$ cat src/rtl/mem_arbiter_if.sv
// Bus bundle for mem_arbiter: fetch port, load/store port and the shared memory port.
// The arbiter connects through the slave modport; the requesters/memory model use master.
interface mem_arbiter_if;
    logic        if_req;
    logic [31:0] if_addr;
    logic        if_ack;
    logic [31:0] if_rdata;

    logic        ls_req;
    logic        ls_we;
    logic [31:0] ls_addr;
    logic [31:0] ls_wdata;
    logic [2:0]  ls_size;
    logic        ls_ack;
    logic [31:0] ls_rdata;

    logic        mem_req;
    logic        mem_we;
    logic [31:0] mem_addr;
    logic [31:0] mem_wdata;
    logic [2:0]  mem_size;
    logic [31:0] mem_rdata;

    modport slave (
        input  if_req, if_addr, ls_req, ls_we, ls_addr, ls_wdata, ls_size, mem_rdata,
        output if_ack, if_rdata, ls_ack, ls_rdata,
               mem_req, mem_we, mem_addr, mem_wdata, mem_size
    );

    modport master (
        output if_req, if_addr, ls_req, ls_we, ls_addr, ls_wdata, ls_size, mem_rdata,
        input  if_ack, if_rdata, ls_ack, ls_rdata,
               mem_req, mem_we, mem_addr, mem_wdata, mem_size
    );
endinterface

$ cat src/rtl/mem_arbiter.sv
// Two-port (fetch, load/store) arbiter onto a single fixed-latency memory port.
// Define ARB_RR_EN for round-robin contention; otherwise ls has priority with a fetch starve guard.
module mem_arbiter #(
    parameter int MEM_LAT    = 2,
    parameter int STARVE_MAX = 4
) (
    input  logic         clk,
    input  logic         reset,
    mem_arbiter_if.slave bus,
    output logic         busy
);
    typedef enum logic [1:0] {IDLE, ACCESS, RESP} state_t;
    typedef enum logic {OWN_LS, OWN_IF} owner_t;

    typedef struct packed {
        logic        we;
        logic [31:0] addr;
        logic [31:0] wdata;
        logic [2:0]  size;
    } txn_t;

    localparam logic [3:0] LAT_INIT   = 4'(MEM_LAT - 1);
    // A fetch is always a full 32-bit word access.
    localparam logic [2:0] FETCH_SIZE = 3'd2;

    state_t      state, state_nx;
    logic [3:0]  lat_cnt;
    owner_t      owner;
    txn_t        txn;
    logic [31:0] rdata_q;
    logic        grant_any;
    logic        grant_if;

    assign grant_any = bus.if_req | bus.ls_req;

`ifdef ARB_RR_EN
    owner_t last_grant;

    assign grant_if = bus.if_req & (~bus.ls_req | (last_grant == OWN_LS));

    always_ff @(posedge clk or negedge reset) begin
        if (!reset) begin
            last_grant <= OWN_LS;
        end else if (state == IDLE && grant_any) begin
            last_grant <= grant_if ? OWN_IF : OWN_LS;
        end
    end
`else
    logic [3:0] starve_cnt;
    logic       starved;

    assign starved  = (starve_cnt >= 4'(STARVE_MAX));
    assign grant_if = bus.if_req & (~bus.ls_req | starved);

    // Counts consecutive grants that fetch lost while it was asking.
    always_ff @(posedge clk or negedge reset) begin
        if (!reset) begin
            starve_cnt <= '0;
        end else if (state == IDLE) begin
            if (!bus.if_req || grant_if) begin
                starve_cnt <= '0;
            end else begin
                starve_cnt <= starve_cnt + 4'd1;
            end
        end
    end
`endif

    // NOTE: every output gets a default before the case so no path leaves one unassigned (no latches).
    always_comb begin
        state_nx      = state;
        busy          = (state != IDLE);
        bus.mem_req   = 1'b0;
        bus.mem_we    = 1'b0;
        bus.mem_addr  = '0;
        bus.mem_wdata = '0;
        bus.mem_size  = '0;
        bus.if_ack    = 1'b0;
        bus.if_rdata  = '0;
        bus.ls_ack    = 1'b0;
        bus.ls_rdata  = '0;
        unique case (state)
            IDLE: begin
                if (grant_any) state_nx = ACCESS;
            end
            ACCESS: begin
                bus.mem_req   = 1'b1;
                bus.mem_we    = txn.we;
                bus.mem_addr  = txn.addr;
                bus.mem_wdata = txn.wdata;
                bus.mem_size  = txn.size;
                if (lat_cnt == 4'd0) state_nx = RESP;
            end
            RESP: begin
                state_nx = IDLE;
                if (owner == OWN_IF) begin
                    bus.if_ack   = 1'b1;
                    bus.if_rdata = rdata_q;
                end else begin
                    bus.ls_ack   = 1'b1;
                    bus.ls_rdata = rdata_q;
                end
            end
            default: state_nx = IDLE;
        endcase
    end

    // NOTE: sequential state uses non-blocking assignments so all registers update from pre-edge values.
    always_ff @(posedge clk or negedge reset) begin
        if (!reset) begin
            state   <= IDLE;
            lat_cnt <= '0;
            owner   <= OWN_LS;
            txn     <= '0;
            rdata_q <= '0;
        end else begin
            state <= state_nx;
            unique case (state)
                IDLE: begin
                    if (grant_any) begin
                        lat_cnt <= LAT_INIT;
                        owner   <= grant_if ? OWN_IF : OWN_LS;
                        if (grant_if) begin
                            txn <= '{we: 1'b0, addr: bus.if_addr, wdata: 32'd0, size: FETCH_SIZE};
                        end else begin
                            txn <= '{we: bus.ls_we, addr: bus.ls_addr,
                                     wdata: bus.ls_wdata, size: bus.ls_size};
                        end
                    end
                end
                ACCESS: begin
                    if (lat_cnt == 4'd0) begin
                        rdata_q <= txn.we ? 32'd0 : bus.mem_rdata;
                    end else begin
                        lat_cnt <= lat_cnt - 4'd1;
                    end
                end
                default: ;
            endcase
        end
    end
endmodule
$ cat src/flat_wrapper.sv
// flat-port wrapper written by rule: the top's interface ports become plain ports
module mem_arbiter_flat 
#(
    parameter int MEM_LAT    = 2,
    parameter int STARVE_MAX = 4
)
  (clk, reset, busy, bus_if_req, bus_if_addr, bus_ls_req, bus_ls_we, bus_ls_addr, bus_ls_wdata, bus_ls_size, bus_mem_rdata, bus_if_ack, bus_if_rdata, bus_ls_ack, bus_ls_rdata, bus_mem_req, bus_mem_we, bus_mem_addr, bus_mem_wdata, bus_mem_size);
  mem_arbiter_if bus_i ();
  input  logic clk;
  input  logic reset;
  output logic busy;
  input wire logic [$bits(bus_i.if_req)-1:0] bus_if_req;
  input wire logic [$bits(bus_i.if_addr)-1:0] bus_if_addr;
  input wire logic [$bits(bus_i.ls_req)-1:0] bus_ls_req;
  input wire logic [$bits(bus_i.ls_we)-1:0] bus_ls_we;
  input wire logic [$bits(bus_i.ls_addr)-1:0] bus_ls_addr;
  input wire logic [$bits(bus_i.ls_wdata)-1:0] bus_ls_wdata;
  input wire logic [$bits(bus_i.ls_size)-1:0] bus_ls_size;
  input wire logic [$bits(bus_i.mem_rdata)-1:0] bus_mem_rdata;
  output wire logic [$bits(bus_i.if_ack)-1:0] bus_if_ack;
  output wire logic [$bits(bus_i.if_rdata)-1:0] bus_if_rdata;
  output wire logic [$bits(bus_i.ls_ack)-1:0] bus_ls_ack;
  output wire logic [$bits(bus_i.ls_rdata)-1:0] bus_ls_rdata;
  output wire logic [$bits(bus_i.mem_req)-1:0] bus_mem_req;
  output wire logic [$bits(bus_i.mem_we)-1:0] bus_mem_we;
  output wire logic [$bits(bus_i.mem_addr)-1:0] bus_mem_addr;
  output wire logic [$bits(bus_i.mem_wdata)-1:0] bus_mem_wdata;
  output wire logic [$bits(bus_i.mem_size)-1:0] bus_mem_size;
  assign bus_i.if_req = bus_if_req;
  assign bus_i.if_addr = bus_if_addr;
  assign bus_i.ls_req = bus_ls_req;
  assign bus_i.ls_we = bus_ls_we;
  assign bus_i.ls_addr = bus_ls_addr;
  assign bus_i.ls_wdata = bus_ls_wdata;
  assign bus_i.ls_size = bus_ls_size;
  assign bus_i.mem_rdata = bus_mem_rdata;
  assign bus_if_ack = bus_i.if_ack;
  assign bus_if_rdata = bus_i.if_rdata;
  assign bus_ls_ack = bus_i.ls_ack;
  assign bus_ls_rdata = bus_i.ls_rdata;
  assign bus_mem_req = bus_i.mem_req;
  assign bus_mem_we = bus_i.mem_we;
  assign bus_mem_addr = bus_i.mem_addr;
  assign bus_mem_wdata = bus_i.mem_wdata;
  assign bus_mem_size = bus_i.mem_size;
  mem_arbiter #(.MEM_LAT(MEM_LAT), .STARVE_MAX(STARVE_MAX)) u_core (.clk(clk), .reset(reset), .bus(bus_i), .busy(busy));
endmodule
$ cat config.mk
export PLATFORM = sky130hd
export DESIGN_NAME = mem_arbiter_flat
export DESIGN_NICKNAME = d
export VERILOG_FILES = /design/src/rtl/mem_arbiter_if.sv /design/src/rtl/mem_arbiter.sv /design/src/flat_wrapper.sv
export SDC_FILE = /design/constraint.sdc
export NUM_CORES = 1
export LEC_CHECK = 0
export CAP_MARGIN = 20
export CELL_PAD_IN_SITES_DETAIL_PLACEMENT = 0
export CELL_PAD_IN_SITES_GLOBAL_PLACEMENT = 2
export CORE_ASPECT_RATIO = 0.7
export CORE_UTILIZATION = 25
export CTS_CLUSTER_DIAMETER = 60
export CTS_CLUSTER_SIZE = 8
export DETAILED_ROUTE_END_ITERATION = 10
export PLACE_DENSITY = 0.92
export SETUP_SLACK_MARGIN = 0.4
export SYNTH_ARGS = -nofsm -noshare
export SYNTH_HDL_FRONTEND = slang
export SYNTH_SLANG_ARGS = --single-unit
export TNS_END_PERCENT = 50
$ cat constraint.sdc
create_clock -name clk -period 3 [get_ports clk]
set_input_delay 0.3 -clock clk [delete_from_list [all_inputs] [get_ports clk]]
set_output_delay 0.3 -clock clk [all_outputs]
set_load 0.02 [all_outputs]
## After elaboration in Yosys (flattened, before gate mapping)

Cells that the tools add are included.
W data, S select, Z words.

| cells by class | value |
|---|---|
| $add $sub $neg | 2 |
| multiply operators | 0 |
| div/mod/pow operators | 0 |
| $lt $le $gt $ge | 1 |
| eq/ne operators | 5 |
| shift-type cells | 0 |
| muxes and demuxes | 23 |
| bitwise gates (word level) | 4 |
| reduce and logical (&&, ||, !) cells | 10 |

Operators with widths:

| operator | number |
|---|---|
| $mux W32 | 7 |
| $mux W68 | 1 |
| $mux W4 | 3 |
| $pmux W4 S2 | 1 |
| $mux W1 | 7 |
| $reduce_and A2 Y1 | 3 |
| $add A4 B1 Y4 const B | 1 |
| $ge A4 B3 Y1 const B | 1 |
| $logic_not A4 Y1 | 1 |
| $mux W2 | 2 |
| $ne A2 B1 Y1 const B | 2 |
| $pmux W2 S2 | 1 |
| $reduce_bool A2 Y1 | 2 |
| $sub A4 B1 Y4 const B | 1 |
| $mux W3 | 1 |
| $reduce_and A3 Y1 | 1 |
| $eq A2 B1 Y1 const B | 1 |
| $eq A2 B2 Y1 const B | 1 |
| $logic_not A2 Y1 | 1 |
| $ne A2 B2 Y1 const B | 1 |
| $or A1 B1 Y1 | 2 |
| $and A1 B1 Y1 | 1 |
| $logic_not A1 Y1 | 1 |
| $logic_or A1 B1 Y1 | 1 |
| $not A1 Y1 | 1 |

| word-level totals | value |
|---|---|
| register bits | 111 |
| latch bits | 0 |
| memory bits (writable) | 0 |
| ROM bits | 0 |
| output and inout bits | 136 |
| memories kept | 0 |

## Depth between registers and ports, before layout

| logic depth | value |
|---|---|
| depth after elaboration | 5 |
| gate-level depth with buffers | 7 |

## Worst setup path after synthesis

No wires, ideal clock.

| path | value |
|---|---|
| kind | reg2out |
| start point | register u_core.state[0] |
| end point | output bus_ls_rdata[22] |
| data arrival time | 1.416 ns |
| setup slack | 1.284 ns |
| cell stages (with the launch flop) | 4 |
| cell sequence | dfrtp_1 > nor3b_1 > clkbuf_1 > and2_1 |

| on the way | value |
|---|---|
| longest elaborated chain between the ends | 2 |

RTL lines:

| what | RTL line | RTL |
|---|---|---|
| from (decl) | mem_arbiter.sv:26 | `state_t state, state_nx;` |
| from (signal assigned) | mem_arbiter.sv:117 | `state <= state_nx;` |
| $eq A2 B2 Y1 | mem_arbiter.sv:82 | `unique case (state)` |
| $mux W32 | mem_arbiter.sv:82 |  |
| to (decl) | flat_wrapper.sv:23 | `output wire logic [$bits(bus_i.ls_rdata)-1:0] bus_ls_rdata;` |

No other way between the ends.

## Worst setup path in the final report

| path | value |
|---|---|
| start point | register u_core.state[1] |
| end point | output bus_ls_rdata[2] |

The elaborated chain is that of the path after synthesis.

==> flow_metrics.env <==
export IMPL_grt_pass1_vias=5702
export IMPL_power_switching_mw=3.38
export IMPL_rrSetupSlack_ps=1140
export IMPL_syn_to_final_growth_pct=54.9
export IMPL_start_util_pct=25.7
export IMPL_rows=47
export IMPL_viasPerCell=4.77
export IMPL_synth_area_top_cells="dfrtp_1 (46%), and2_1 (14%), nand3_1 (5.9%)"
export IMPL_finalHoldViolations=6
export IMPL_fin_crit_ps=2490
export IMPL_register_area_mm2=0.00278
export IMPL_synth_cell_types=30
export IMPL_seq_area_frac_synth_pct=45.5
export IMPL_nFillCells=2351
export IMPL_drc=0
export IMPL_worst_slew_pin_slew_ps=697
export IMPL_drt_total_wl_mm=20.1
export IMPL_worstSetupStartpoint="u_core.state[1]$_DFFE_PN0P_"
export IMPL_die_w_um=189
export IMPL_max_freq_ghz=0.402
export IMPL_leakage_nw=3.66
export IMPL_reg2reg_depth=5
export IMPL_place_area_mm2=0.00914
export IMPL_yosysWarnings=0
export IMPL_hold_path_class="in2async"
export IMPL_drv_cap=0
export IMPL_clockBufferDepth=2
export IMPL_crit_chain="nor3b_2 > buf_4 > and2_1 > clkdlybuf4s50_1"
export IMPL_hold_ws_ps=-35.8
export IMPL_synthCells=617
export IMPL_final_antenna_net_count=0
export IMPL_clk_latency_ps=370
export IMPL_cts_reportedPaths_clkPinSlew_ps=90
export IMPL_crit_slowest_cell="clkdlybuf4s50_1"
export IMPL_stdcell_area_mm2=0.00945
export IMPL_antenna_found_initial=0
export IMPL_synth_ff_latch_count=111
export IMPL_max_vdd_ir_drop_v=0.000419
export IMPL_rr_endpoint="u_core.rdata_q[12]$_DFFE_PN0P_"
export IMPL_slew_viol_final=0
export IMPL_io_pins=272
export IMPL_layoutNonFillerInstCount=1177
export IMPL_p_per_area_mw_per_mm2=878
export IMPL_n_antenna_cell=0
export IMPL_final_nets=992
export IMPL_cp_max_fo=33
export IMPL_grt_max_degree=112
export IMPL_status="finished, violations left"
export IMPL_numPortBuffers=271
export IMPL_pwr_share_seq_pct=31.6
export IMPL_dp_cells=1161
export IMPL_first_pass_iters=4
export IMPL_p_clk_share_pct=14.9
export IMPL_cts_buffers=9
export IMPL_die_y_um=133
export IMPL_multi_input_area_mm2=0.00304
export IMPL_internal_power_mw=4.91
export IMPL_synth_fp_nets=755
export IMPL_timing_rr_start="u_core.state[0]$_DFFE_PN0P_"
export IMPL_failed_checks="hold timing"
export IMPL_min_period_over_period_pct=83.0
export IMPL_drtIter0Drc=241
export IMPL_synth_area_mm2=0.00610
export IMPL_cts_tree="yes"
export IMPL_vias=5612
export IMPL_dieArea_mm2=0.0250
export IMPL_cts_sink_count=111
export IMPL_maxSlewHeadroom_pct=53.5
export IMPL_core_area_mm2=0.0238
export IMPL_routabilityCongestion=0.731
export IMPL_grt_pass1_wl_mm=32.5
export IMPL_drive_above_1_share_pct=11.5
export IMPL_dp_hpwl_mm=13.7
export IMPL_routedWlPerCell_um=17.1
export IMPL_synth_top_cell_by_area="dfrtp_1"
export IMPL_crit_required_ps=2700
export IMPL_cp_endpoint="bus_ls_rdata[2]"
export IMPL_synth_top_area_share_pct=45.5
export IMPL_track_usage_pct=16.3
export IMPL_worst_setup_path_type="reg2out"
export IMPL_arrival_ps=2190
export IMPL_combPwrFrac_pct=53.5
export IMPL_syn_area_per_cell_um2=9.88
export IMPL_worst_path_largest_cell_delay_ps=610
export IMPL_setup_viol_count_final=0
export IMPL_end_kind="output port"
export IMPL_fin_tns_setup_ps=0
export IMPL_grt_overflow=0
export IMPL_cp_start_kind="flip-flop"
export IMPL_root_buffer="clkbuf_16"
export IMPL_switching_share_pct=40.8
export IMPL_clock_skew_ps=16.0
export IMPL_grt_setup_unrepaired="true"
export IMPL_htree_levels=3
## power groups by stage
stage	clock (mW)	sequential (mW)	combinational [mW]
2_1_floorplan	0	2.48	2.74
3_3_place_gp	0	2.62	4.43
3_5_place_dp	0	2.64	4.48
4_1_cts	1.30	2.62	4.50
5_1_grt	1.35	2.71	4.81
6_report	1.24	2.62	4.43
## kinds of logic after synthesis
| group | Yosys count | synth area share, % |
|---|---|---|
| buf+inv | 71 | 5.09 |
| flops | 111 | 45.5 |
| fa+ha+maj | 2 | 0.410 |
| simple gates | 287 | 27.8 |
| compound gates | 111 | 14.8 |
| mux | 35 | 6.40 |
## critical path: cells and delay by family (launching register included)
family / cells / cell delay [ps]
buf+inv: 2 / 920
simple gates: 2 / 410
flops: 1 / 470
## synthesized netlist by cell type
cell	n
dfrtp_1	111
o2bb2ai_2	20
nor2_1	3
a221oi_1	1
clkbuf_1	47
mux2_2	32
or2_2	1
buf_6	4
nand3_1	72
mux2i_1	3
o2bb2ai_1	15
a31oi_1	1
nor2b_1	33
nand4_1	32
buf_2	11
or3b_2	1
inv_1	5
a22o_1	1
nor3_1	1
o211ai_1	32
ha_1	2
buf_1	4
nand2_1	6
nor3b_1	2
o21ai_0	40
a21oi_1	1
and3b_1	1
and2_1	133
and2_4	1
or3b_1	1
## worst min path at each step
stage | to | depth (start not counted) | slack [ps]
after CTS | u_core.txn[15]$_DFFE_PN0P_ | 2 | 40
after global placement | u_core.txn[15]$_DFFE_PN0P_ | 2 | 450
after global routing | u_core.txn[15]$_DFFE_PN0P_ | 2 | 30
after floorplan | u_core.lat_cnt[0]$_DFFE_PN0P_ | 0 | 4
final | u_core.txn[15]$_DFFE_PN0P_ | 2 | -40
after detailed placement | u_core.txn[15]$_DFFE_PN0P_ | 2 | 450
## sequential cells by signal, indices dropped and copies added (netlist names)
register,flops
u_core.rdata_q,32
u_core.txn,68
u_core.starve_cnt,4
u_core.lat_cnt,4
u_core.owner,1
u_core.state,2
## layout by cell type, fill, tap and decap left out, types with 9 or more instances in the layout
cell type | synthesis | routed
buf_4 | 0 | 18
mux2_2 | 32 | 32
clkbuf_16 | 0 | 9
o2bb2ai_2 | 20 | 20
o211ai_1 | 32 | 32
o2bb2ai_1 | 15 | 15
nand4_1 | 32 | 32
clkdlybuf4s50_1 | 0 | 270
dfrtp_1 | 111 | 111
nor2b_1 | 33 | 32
and2_1 | 133 | 133
o21ai_0 | 40 | 40
nand3_1 | 72 | 71
## through the flow
| stage | setup slack (ps) | hold WS, ps | util, % | power (mW) |
|---|---|---|---|---|
| after floorplan | 1280 | 4.41 | - | 5.22 |
| after global placement | 634 | 451 | 38.5 | 7.05 |
| after detailed placement | 611 | 447 | 38.5 | 7.12 |
| after CTS | 414 | 37.1 | 39.7 | 8.42 |
| after global routing | 391 | 34.2 | 39.8 | 8.87 |
| final | 511 | -35.8 | 39.8 | 8.30 |
## repair_timing
action | 4_1_cts | 5_1_grt
gates resized for setup | 0 | 1
endpoints found under the setup margin | 0 | 34
hold buffers | 0 | 0
setup buffers | 0 | 0
## cell type report
cell class / instances / share of cell area (%)
sequential: 111 / 29.4
clock inverter: 7 / 0.808
timing repair buffer: 292 / 30.8
inverter: 5 / 0.199
clock buffer: 9 / 2.38
multi-input combinational: 435 / 32.2
tap: 318 / 4.21
## layer usage
metal  vias to the layer above  GRT usage (%)  part of all wire [%]
met5                         -              0                     0
met4                         0           3.14                  0.77
met3                         8           6.68                   9.5
met2                       200           25.6                    44
met1                      2759           21.1                    45
li1                       2645              -                     -
(Power assumes the default switching activity.)
